<file path="config.mk">
export PLATFORM = sky130hd
export DESIGN_NAME = if_stage
export DESIGN_NICKNAME = d
export VERILOG_FILES = /design/src/rtl/cpu_pkg.sv /design/src/rtl/if_id_reg.sv /design/src/rtl/if_stage.sv
export SDC_FILE = /design/constraint.sdc
export NUM_CORES = 1
export LEC_CHECK = 0
export ABC_AREA = 1
export ABC_CLOCK_PERIOD_IN_PS = 3000
export BUFFER_PORTS_ARGS = -buffer_cell sky130_fd_sc_hd__buf_4
export CORE_ASPECT_RATIO = 1.4
export CORE_MARGIN = 2
export CORE_UTILIZATION = 55
export DETAILED_ROUTE_END_ITERATION = 7
export GPL_TIMING_DRIVEN = 0
export PLACE_DENSITY_LB_ADDON = 0.05
export SLEW_MARGIN = 20
export SYNTH_ARGS = -nofsm -noshare
export SYNTH_HDL_FRONTEND = slang
export SYNTH_SLANG_ARGS = --single-unit
</file>
<file path="constraint.sdc">
create_clock -name clock -period 3 [get_ports clock]
set_clock_uncertainty 0.05 [all_clocks]
set_input_delay 0.15 -clock clock [delete_from_list [all_inputs] [get_ports clock]]
set_output_delay 0.15 -clock clock [all_outputs]
set_load 0.02 [all_outputs]
</file>
<file path="src/rtl/cpu_pkg.sv">
// Constants and types shared between the IF stage and the ID-stage control unit.
package cpu_pkg;

    localparam int unsigned WORD_W = 32;

    localparam logic [1:0] PC_SEQ = 2'b00;
    localparam logic [1:0] PC_BR  = 2'b01;
    localparam logic [1:0] PC_JR  = 2'b10;
    localparam logic [1:0] PC_J   = 2'b11;

    localparam logic [WORD_W-1:0] NOP_INST = 32'h0000_0000;

    typedef struct packed {
        logic [WORD_W-1:0] dpc4;
        logic [WORD_W-1:0] inst;
    } if_id_t;

    function automatic logic [WORD_W-1:0] pc_plus4(input logic [WORD_W-1:0] p);
        return p + WORD_W'(4);
    endfunction

endpackage

</file>
<file path="src/rtl/if_id_reg.sv">
// IF/ID pipeline register: loads a fetched word, or takes a bubble, or holds.
module if_id_reg
    import cpu_pkg::*;
#(
    parameter logic [WORD_W-1:0] RST_INST = NOP_INST
) (
    input  logic   clock,
    input  logic   reset,
    input  logic   i_load,
    input  logic   i_bubble,
    input  if_id_t i_d,
    output if_id_t o_q
);

    if_id_t r_q;

    always_ff @(posedge clock) begin
        if (reset) begin
            r_q <= '{dpc4: '0, inst: RST_INST};
        end else if (i_load) begin
            r_q <= i_d;
        end else if (i_bubble) begin
            r_q <= '{dpc4: '0, inst: RST_INST};
        end
    end

    assign o_q = r_q;

endmodule

</file>
<file path="src/rtl/if_stage.sv">
// Instruction-fetch stage: PC, next-PC select, imem handshake, hold buffer,
// pending-redirect latch and the IF/ID register.
module if_stage #(
    parameter logic [cpu_pkg::WORD_W-1:0] RESET_PC = '0,
    parameter logic [cpu_pkg::WORD_W-1:0] NOP_INST = cpu_pkg::NOP_INST
) (
    input  logic                        clock,
    input  logic                        reset,
    input  logic [1:0]                  pcsource,
    input  logic                        wpcir,
    input  logic [cpu_pkg::WORD_W-1:0]  bpc,
    input  logic [cpu_pkg::WORD_W-1:0]  da,
    input  logic [cpu_pkg::WORD_W-1:0]  jpc,
    output logic                        imem_req,
    output logic [cpu_pkg::WORD_W-1:0]  imem_addr,
    input  logic                        imem_ready,
    input  logic [cpu_pkg::WORD_W-1:0]  imem_rdata,
    output logic [cpu_pkg::WORD_W-1:0]  pc,
    output logic [cpu_pkg::WORD_W-1:0]  dpc4,
    output logic [cpu_pkg::WORD_W-1:0]  inst,
    output logic                        if_busy
);
    import cpu_pkg::*;

    logic [WORD_W-1:0] r_pc;
    logic              r_hold_valid;
    logic [WORD_W-1:0] r_hold_inst;
    logic              r_redir_valid;
    logic [WORD_W-1:0] r_redir_pc;

    logic              w_fetch_done;
    logic [WORD_W-1:0] w_fetched;
    logic              w_redirect;
    logic [WORD_W-1:0] w_target;
    logic [WORD_W-1:0] w_next_pc;
    if_id_t            w_ifid_d;
    if_id_t            w_ifid_q;

    assign imem_req     = !reset && !r_hold_valid;
    assign imem_addr    = r_pc;
    assign pc           = r_pc;
    assign if_busy      = imem_req && !imem_ready;
    assign w_fetch_done = r_hold_valid || (imem_req && imem_ready);
    assign w_fetched    = r_hold_valid ? r_hold_inst : imem_rdata;
    assign w_redirect   = (pcsource != PC_SEQ);

    always_comb begin
        w_target = bpc;
        case (pcsource)
            PC_JR:   w_target = da;
            PC_J:    w_target = jpc;
            default: w_target = bpc;
        endcase
    end

    // A fresh redirect wins; otherwise replay the one latched behind the delay slot.
    always_comb begin
        w_next_pc = pc_plus4(r_pc);
        if (w_redirect) begin
            w_next_pc = w_target;
        end else if (r_redir_valid) begin
            w_next_pc = r_redir_pc;
        end
    end

    always_ff @(posedge clock) begin
        if (reset) begin
            r_pc          <= RESET_PC;
            r_hold_valid  <= 1'b0;
            r_hold_inst   <= '0;
            r_redir_valid <= 1'b0;
            r_redir_pc    <= '0;
        end else if (w_fetch_done) begin
            if (wpcir) begin
                r_pc          <= w_next_pc;
                r_hold_valid  <= 1'b0;
                r_redir_valid <= 1'b0;
            end else if (!r_hold_valid) begin
                r_hold_valid <= 1'b1;
                r_hold_inst  <= imem_rdata;
            end
        end else if (wpcir && w_redirect && !r_redir_valid) begin
            r_redir_valid <= 1'b1;
            r_redir_pc    <= w_target;
        end
    end

    assign w_ifid_d = '{dpc4: pc_plus4(r_pc), inst: w_fetched};

    if_id_reg #(
        .RST_INST (NOP_INST)
    ) u_if_id_reg (
        .clock    (clock),
        .reset    (reset),
        .i_load   (w_fetch_done && wpcir),
        .i_bubble (!w_fetch_done && wpcir),
        .i_d      (w_ifid_d),
        .o_q      (w_ifid_q)
    );

    assign dpc4 = w_ifid_q.dpc4;
    assign inst = w_ifid_q.inst;

endmodule
</file>
Word-level counts from Yosys, hierarchy flattened:

Index checks and enable logic that the tools add are counted.

* mux-type cells: 10
* bitwise logic cells: 2
* equal/unequal tests: 3
* add/subtract/negate cells: 1
* reduce and logical (&&, ||, !) cells: 20

Operators with widths (number)
* $mux 64: 2
* $mux 32: 3
* $pmux 32 s2: 1
* $add 32x3->32 const B: 1
* $reduce_and 2->1: 4
* $logic_and 1x1->1: 7
* $reduce_bool 2->1: 3
* $logic_not 1->1: 5
* $eq 2x2->1 const B: 2
* $mux 1: 4
* $ne 2x2->1 const B: 1
* $not 1->1: 2
* $logic_or 1x1->1: 1

* register bits: 162
* output and inout port bits: 130
* logic and storage cells: 43
* bits of input ports: 134

Longest topological paths before layout:

Gate-level depths: netlist (run 1).

* depth after elaboration: 8
* mapped depth: 10
* depth with buffers taken out: 10

Hierarchy:

A second synthesis (run 1) with hierarchy kept.

* cell total of the unflattened synthesis: 1259
* area, all modules: 8411.8 um^2

Modules (own cells, without submodules)
* if_stage: instances 1, seq. area each 1961.9 um^2, cells an instance 982, area each 6223.5 um^2
* if_id_reg: instances 1, seq. area each 1281.2 um^2, cells an instance 277, area each 2188.3 um^2

Least setup slack after synthesis (run 1):

Ideal clock, no wire load.

* path type: register to register
* start point: register r_pc[2], in the netlist imem_addr[2]
* end point: register r_pc[22], in the netlist imem_addr[22]
* stages on the path, launching flop included: 11
* slack: 1.239 ns
* period minus slack after synthesis: 1.761 ns
* data required time: 2.832 ns
* setup time: 0.118 ns
* arrival time: 1.593 ns
* buffers on the path: 0
* cells stage by stage: dfxtp_1 ha_1 nand2_1 nor2_2 nand2_1 nor2_2 nand2_1 nand2_1 nand3_1 nand2_1 a21oi_1

* cells in the longest elaborated chain, start to end: 3

RTL lines
* start: declaration: line if_stage.sv:25 `logic [WORD_W-1:0] r_pc;`
* start signal: assignment: line if_stage.sv:75 `r_pc <= w_next_pc;`
* $add 32x3->32: line cpu_pkg.sv:19 `return p + WORD_W'(4);`
* $mux 32: line if_stage.sv:61 `end else if (r_redir_valid) begin`
* $mux 32: line if_stage.sv:59 `if (w_redirect) begin`

No other way between the ends.
A chain may end at the register's enable or synchronous reset.

Worst setup path after layout (run 1):

* start point: register r_pc[2], in the netlist imem_addr[2]
* end point: register r_pc[14], in the netlist imem_addr[14]

The elaborated chain is that of the path after synthesis.

==> results of run 1 <==
## power breakdown
| part | internal, mW | switching [mW] | leakage [nW] |
|---|---|---|---|
| clock | 1.25 | 1.00 | 0.283 |
| combinational | 0.437 | 0.588 | 3.23 |
| sequential | 2.26 | 0.0948 | 1.32 |
| total | 3.95 | 1.69 | 4.83 |
## metal layers
layer	vias to the layer above	part of all wire [%]	GRT usage, %
met1	4351	37	40.9
met4	0	4.7	18.5
met5	-	0	0
li1	4404	-	-
met3	99	6.8	6.61
met2	441	52	66.7
## path summary, 6_finish.rpt
path                         end  slack, ps  cells after the start
max                imem_addr[14]        780                      9
max reg2reg        imem_addr[14]        780                      9
min reg2reg       r_redir_pc[25]        420                      2
min          u_if_id_reg.o_q[26]          7                      3
## logic make-up (layout without fill, tap and decap cells)
logic type,count (synthesis),count (layout),share of synthesized area (%)
simple gates,497,497,25.4
compound gates,276,276,19.8
buf+inv,166,488,9.69
flops,162,162,40.1
mux,32,32,3.96
xor+xnor,8,8,0.867
fa+ha+maj,1,1,0.155
## synthesized netlist by cell type, types with 2 or more instances
cell      count
nand3_1     106
buf_1         5
a22oi_1       5
xor2_1        4
inv_1        50
nor2_2        3
nor3_1        2
a21oi_1     119
dfxtp_1     162
buf_4        35
xnor2_1       4
a211oi_2     19
nand2_1     267
nor2_1      104
buf_2        23
and2_1       11
o21ai_1      62
clkbuf_1     46
o21ai_0      48
a31oi_1       3
inv_2         7
mux2i_1      32
a211oi_1     17
## critical path, delay by kind of cell, from the launching register on
kind	cells	cell delay (ps)
AND/OR/NAND/NOR	6	1110
adder cells (fa/ha/maj)	1	240
AO/OA/AOI/OAI	2	250
flip-flops	1	510
## placed cells by master, fill, tap and decap left out, drive strengths merged, types with 2 or more instances in the layout
cell and instances:
xor2 4, a21oi 120, xnor2 4, a31oi 3, clkbuf 63, a211oi 36, mux2i 32, nor2 107
nand2 268, bufinv 2, clkinvlp 3, and2 11, nor3 2, buf 325, o21ai 110, dlygate4sd3 29
nand3 106, a22oi 5, dfxtp 162, inv 65
## cell type report
| cell class | count | area (um^2) |
|---|---|---|
| Tap cell | 189 | 236 |
| Inverter | 57 | 214 |
| Sequential cell | 162 | 3240 |
| Fill cell | 1152 | 3280 |
| Timing Repair Buffer | 291 | 2260 |
| Clock inverter | 14 | 165 |
| Clock buffer | 17 | 425 |
| Buffer | 109 | 569 |
| Multi-Input combinational cell | 814 | 4060 |
## registers in the layout (all words and copies together), names as in the netlist
name,count
u_if_id_reg.o_q,64
imem_addr,32
r_hold_inst,32
r_hold_valid,1
r_redir_valid,1
r_redir_pc,32
==> qor.csv, run 1 <==
metric;value;unit
status;finished with violations;
failing checks;DRC;
NumNets Final;1587;
first-pass GRT wire length;45100;um
pwr/cell area;504;nW/um^2
Min-Delay Path Class;in -> reg;
#FFs+latches synth;162;
Cell Area, Synth;8080;um^2
kind of critical path;reg -> reg;
Initial DRC Count;712;
Slowest-stage cell, CP;dfxtp_1;
pins over their slew limit;0;
die area;15700;um^2
GP Congestion;0.976;
ANT cells;0;
Syn Nets;1277;
DP HPWL;21000;um
PostCTS Resize Cnt;0;
average size of a mapped cell;7.08;um^2
EDFF count, synth;0;
Post-Place Cell Area;10300;um^2
initial core utilization;56.0;%
element type at the critical path start;flop;
worst path cell trace;ha_1, nand2_1, nor2_2, nand2_1, nor2_1, nand2_1, nand2_1, o21ai_0, a21oi_1;
pin count of the biggest net entering global routing;17;
post-synth top area share;40.1;%
Setup crit start;imem_addr[2];
CTS tree;yes;
Via density;5.62;
RSZ-0062 raised after global routing;false;
synth warn;0;
DRC viols;6;
IO Port Bufs;262;
setup TNS;0;ps
postcts setup bufs;0;
critical path's most frequent cell;nand2_1;
vias in the first global route;8843;
Tot Pwr;5.63;mW
share of layout cells above drive strength 1;26.2;%
Max Fclk;0.450;GHz
total vias in the final route;9295;
maximum VDD drop;373;uV
WP data required;3320;ps
global-route usage over all layers;36.8;%
post-synthesis cell count;1142;
Core Area;14400;um^2
dpl ws;887;ps
Root Buffer;clkbuf_16;
ranking of synthesized cells by area;dfxtp_1 40%, nand2_1 12%, a21oi_1 7.4%;
Max H-tree Level;4;
post-route design area;11200;um^2
Final setup viols;0;
Detailed Route WL;29500;um
Synth area leader;dfxtp_1;
Final ANT Viol Nets;0;
Cell Count Post-Placement;1593;
CP arrival;2540;ps
GRT overflow;0;
Clock Pin Slew Worst Setup and Hold Paths;70;ps
initial antenna violation count;0;
Die H;147;um
Layout area overhead;38.2;%
Yosys cell types;31;
endpoints failing hold;0;
critical-path maximum fanout;7;
Post-synth ARST share;0;%
Ports;264;
worst hold start;imem_rdata[26];
max-cap violations;0;
fin util;77.3;%
max incr delay on CP;510;ps
worst r2r src;imem_addr[2];
cell row count;52;
ys flop type;dfxtp_1;
routed length per placed instance;17.9;um
post-layout minimum cycle time;2220;ps
hold buffers post-CTS;29;
DRT Pass-1 Iters;8;
Min Hold Slack;7.17;ps
fin crit share;74.1;%
Max clock buf depth;2;
Tightest Pin Transition;819;ps
final worst slack;778;ps
non-filler cells, final;1653;
Skew-Pair Late Insertion Delay;440;ps
Num CTS Buffers;17;
leakage power;4.83;nW
register area share after synthesis;40.1;%
Die X;106;um
Max-slew headroom;45.4;%
crit end category;flop;
CTS sink count;162;
Note: power is estimated with default switching activity, not from simulation.
==> run 2: changes to the inputs <==
--- a/config.mk
+++ b/config.mk
@@ -5,12 +5,12 @@
 export SDC_FILE = /design/constraint.sdc
 export NUM_CORES = 1
 export LEC_CHECK = 0
-export ABC_AREA = 1
-export ABC_CLOCK_PERIOD_IN_PS = 3000
+export ABC_AREA = 0
+export ABC_CLOCK_PERIOD_IN_PS = 2000
 export BUFFER_PORTS_ARGS = -buffer_cell sky130_fd_sc_hd__buf_4
 export CORE_ASPECT_RATIO = 1.4
 export CORE_MARGIN = 2
-export CORE_UTILIZATION = 55
+export CORE_UTILIZATION = 46
 export DETAILED_ROUTE_END_ITERATION = 7
 export GPL_TIMING_DRIVEN = 0
 export PLACE_DENSITY_LB_ADDON = 0.05
==> constraint.sdc (replaced) <==
create_clock -name clock -period 2 [get_ports clock]
set_clock_uncertainty 0.05 [all_clocks]
set_input_delay 0.1 -clock clock [delete_from_list [all_inputs] [get_ports clock]]
set_output_delay 0.1 -clock clock [all_outputs]
set_load 0.02 [all_outputs]
==> run 2 against run 1 <==
The run ends with setup timing left; via count is 7.5% lower; critical path depth decreased by 3; core utilization fell by 9.3 points; critical endpoint is now imem_addr[19]; highest routed layer unchanged.
==> qor.csv, run 2 <==
metric;value;unit;change
Ports;264;;unchanged
Worst path top cell family by delay;simple AND/OR/NAND/NOR gates;;unchanged
Die H;161;um;was 147 um
worst path cell trace;nand4_1, or4_4, buf_4, nor2_2, o21ai_0, a32o_1;;was ha_1, nand2_1, nor2_2, nand2_1, nor2_1, nand2_1, nand2_1, o21ai_0, a21oi_1
post-synthesis cell count;1010;;was 1142
Reg-to-Reg End;imem_addr[19];;was imem_addr[14]
Via density;5.34;;was 5.62
Syn Nets;1145;;was 1277
Cell Area, Synth;8080;um^2;about the same
post-route design area;11700;um^2;was 11200 um^2
ranking of synthesized cells by area;dfxtp_1 40%, nand2_1 8.4%, mux2i_1 8.2%;;was dfxtp_1 40%, nand2_1 12%, a21oi_1 7.4%
Post-Place Cell Area;10400;um^2;was 10300 um^2
worst hold start;bpc[4];;was imem_rdata[26]
share of layout cells above drive strength 1;31.7;%;was 26.2%
M1 GR Usage;34.8;%;was 40.9%
CTS sink count;162;;unchanged
Max clock buf depth;2;;unchanged
EDFF count, synth;0;;unchanged
vias in the first global route;8106;;was 8843
DRC viols;0;;was 6
initial core utilization;46.8;%;was 56.0%
Reg2Reg Setup Slack;-20;ps;was 780 ps
IO Port Bufs;260;;was 262
Min-Delay Path Class;in -> reg;;unchanged
dpl ws;-318;ps;was 887 ps
Num CTS Buffers;17;;unchanged
kind of critical path;reg -> reg;;unchanged
leakage power;4.95;nW;was 4.83 nW
synth warn;0;;unchanged
Max-slew headroom;49.9;%;was 45.4%
NumNets Final;1496;;was 1587
Skew-Pair Late Insertion Delay;430;ps;was 440 ps
fin util;68.1;%;was 77.3%
cell row count;57;;was 52
endpoints failing hold;0;;unchanged
Tightest Pin Transition;751;ps;was 819 ps
register area share after synthesis;40.1;%;about the same
commonest cells in the netlist;180 x nand2_1, 162 x dfxtp_1, 109 x a21oi_1;;was 267 x nand2_1, 162 x dfxtp_1, 119 x a21oi_1
#FFs+latches synth;162;;unchanged
Core Area;17300;um^2;was 14400 um^2
Initial DRC Count;761;;was 712
Root Buffer;clkbuf_16;;unchanged
max reg flops;64;;unchanged
Die X;116;um;was 106 um
Yosys cell types;59;;was 31
commonest non-fill, non-tap cell in the layout;buf_4;;unchanged
die area;18700;um^2;was 15700 um^2
crit end category;flop;;unchanged
ys flop type;dfxtp_1;;unchanged
DP HPWL;20300;um;was 21000 um
CP arrival;2290;ps;was 2540 ps
Synth area leader;dfxtp_1;;unchanged
initial antenna violation count;0;;unchanged
first-pass GRT wire length;42200;um;was 45100 um
met2 GRT Util;50.6;%;was 66.7%
final worst slack;-17.8;ps;was 778 ps
status;finished with violations;;unchanged
DRT Pass-1 Iters;5;;was 8
maximum VDD drop;600;uV;was 373 uV
fill cell count;1547;;was 1152
Post-synth ARST share;0;%;unchanged
Detailed Route WL;27400;um;was 29500 um
Max H-tree Level;4;;unchanged
pin count of the biggest net entering global routing;19;;was 17
GRT overflow;0;;unchanged
routed length per placed instance;17.0;um;was 17.9 um
critical-path maximum fanout;8;;was 7
layer with the highest usage;met2;;unchanged
post-synth top area share;40.1;%;about the same
Clock Pin Slew Worst Setup and Hold Paths;70;ps;about the same
WP data required;2280;ps;was 3320 ps
Slowest-stage cell, CP;or4_4;;was dfxtp_1
area of the multi-input gates;4330;um^2;was 4060 um^2
CTS tree;yes;;unchanged
most frequent cell after synthesis;nand2_1;;unchanged
fin crit share;101;%;was 74.1%
worst r2r src;imem_addr[7];;was imem_addr[2]
cells on worst reg2reg path;6;;was 9
Layout area overhead;45.3;%;was 38.2%
Final setup viols;2;;was 0
Final ANT Viol Nets;0;;unchanged
most frequent cells in the layout;326 x buf_4, 180 x nand2_1, 144 x dfxtp_1;;was 297 x buf_4, 267 x nand2_1, 162 x dfxtp_1
RSZ-0062 raised after global routing;true;;was false
total vias in the final route;8601;;was 9295
ANT cells;0;;unchanged
storage element area;3290;um^2;was 3240 um^2
pwr/cell area;719;nW/um^2;was 504 nW/um^2
average size of a mapped cell;8.00;um^2;was 7.08 um^2
failing checks;setup timing;;was DRC
max incr delay on CP;570;ps;was 510 ps
element type at the critical path start;flop;;unchanged
Max Fclk;0.496;GHz;was 0.450 GHz
Buf/Inv on CP;1;;was 0
post-layout minimum cycle time;2020;ps;was 2220 ps
met3 Track Usage GR;5.28;%;was 6.61%
global-route usage over all layers;28.8;%;was 36.8%
Hold Crit Endpoint;r_redir_pc[4];;was u_if_id_reg.o_q[26]
GP Congestion;0.884;;was 0.976
hold depth;5;;was 3
pins over their slew limit;0;;unchanged
max-cap violations;0;;unchanged
## run 2: cell types whose count changed in the layout (fill, tap and decap cells not counted), sizes merged, moves of 15 or more
cell,before,now
nand2,268,180
inv,65,10
a211oi,36,20
nor2,107,75
buf,325,341
nand3,106,18
clkbuf,63,78
mux2i,32,66
## run 2: how the worst max path moves through the flow
stage | startpoint | end | slack [ps] | depth (start not counted)
2_1_floorplan | imem_addr[11] | u_if_id_reg.o_q[57] | 10 | 6
5_1_grt | imem_addr[21] | imem_addr[27] | -80 | 6
3_5_place_dp | pcsource[1] | imem_addr[0] | -320 | 8
4_1_cts | r_hold_valid | imem_addr[25] | -10 | 5
3_3_place_gp | imem_addr[2] | imem_addr[30] | -310 | 6
6_report | imem_addr[7] | imem_addr[19] | -20 | 6
## run 2: layout make-up
type	instances	share of cell area (%)
repair buffers	333	22.2
plain buffers	111	5.07
multi-input cells	731	36.9
flip-flops and latches	162	28.0
well taps	236	2.51
clock inverters	14	1.38
clock buffers	18	3.74
inverters	5	0.192
## run 2: metrics by stage
step	total power, mW	hold slack, ps	cells	TNS, ps
floorplan	4.42	160	1010	0
global placement	5.08	302	1506	-10160
detailed placement	5.10	317	1506	-12050
CTS	8.41	2.61	1588	-16.4
global route	8.76	50.8	1610	-490
finish	8.45	11.8	1610	-30.4
## run 2: routing by layer
| layer | vias to the layer above | wire length, um |
|---|---|---|
| met1 | 3971 | 11200 |
| met2 | 357 | 13700 |
| met3 | 53 | 1670 |
| li1 | 4220 | - |
| met5 | - | 0 |
| met4 | 0 | 795 |
## run 2: tightest hold or removal path, stage by stage
cell and delay, ps:
buf_4 70, mux2i_1 80, nor2_1 90, a21oi_1 50
nor2_1 70
## run 2: cells by family after synthesis
kind of cell | count (synthesis) | share of synthesized area [%]
muxes | 78 | 9.84
DFF | 162 | 40.1
AOI/OAI and AO/OA | 295 | 21.3
and+or+nand+nor | 329 | 18.3
adders and majority gates | 1 | 0.155
buffers and inverters | 117 | 7.23
xor gates and xnor gates | 28 | 3.03
## run 2: repair_timing
item	in CTS	in global routing
hold buffers	43	0
resized for setup	29	24
endpoints found under the hold margin	75	0
setup buffers	8	22
pin swaps	5	5
endpoints found under the setup margin	86	58
cloned	0	0
## run 2: power breakdown
group          internal [mW]  switching [mW]
clock network           1.71            1.57
logic                  0.763           0.869
registers               3.38           0.148
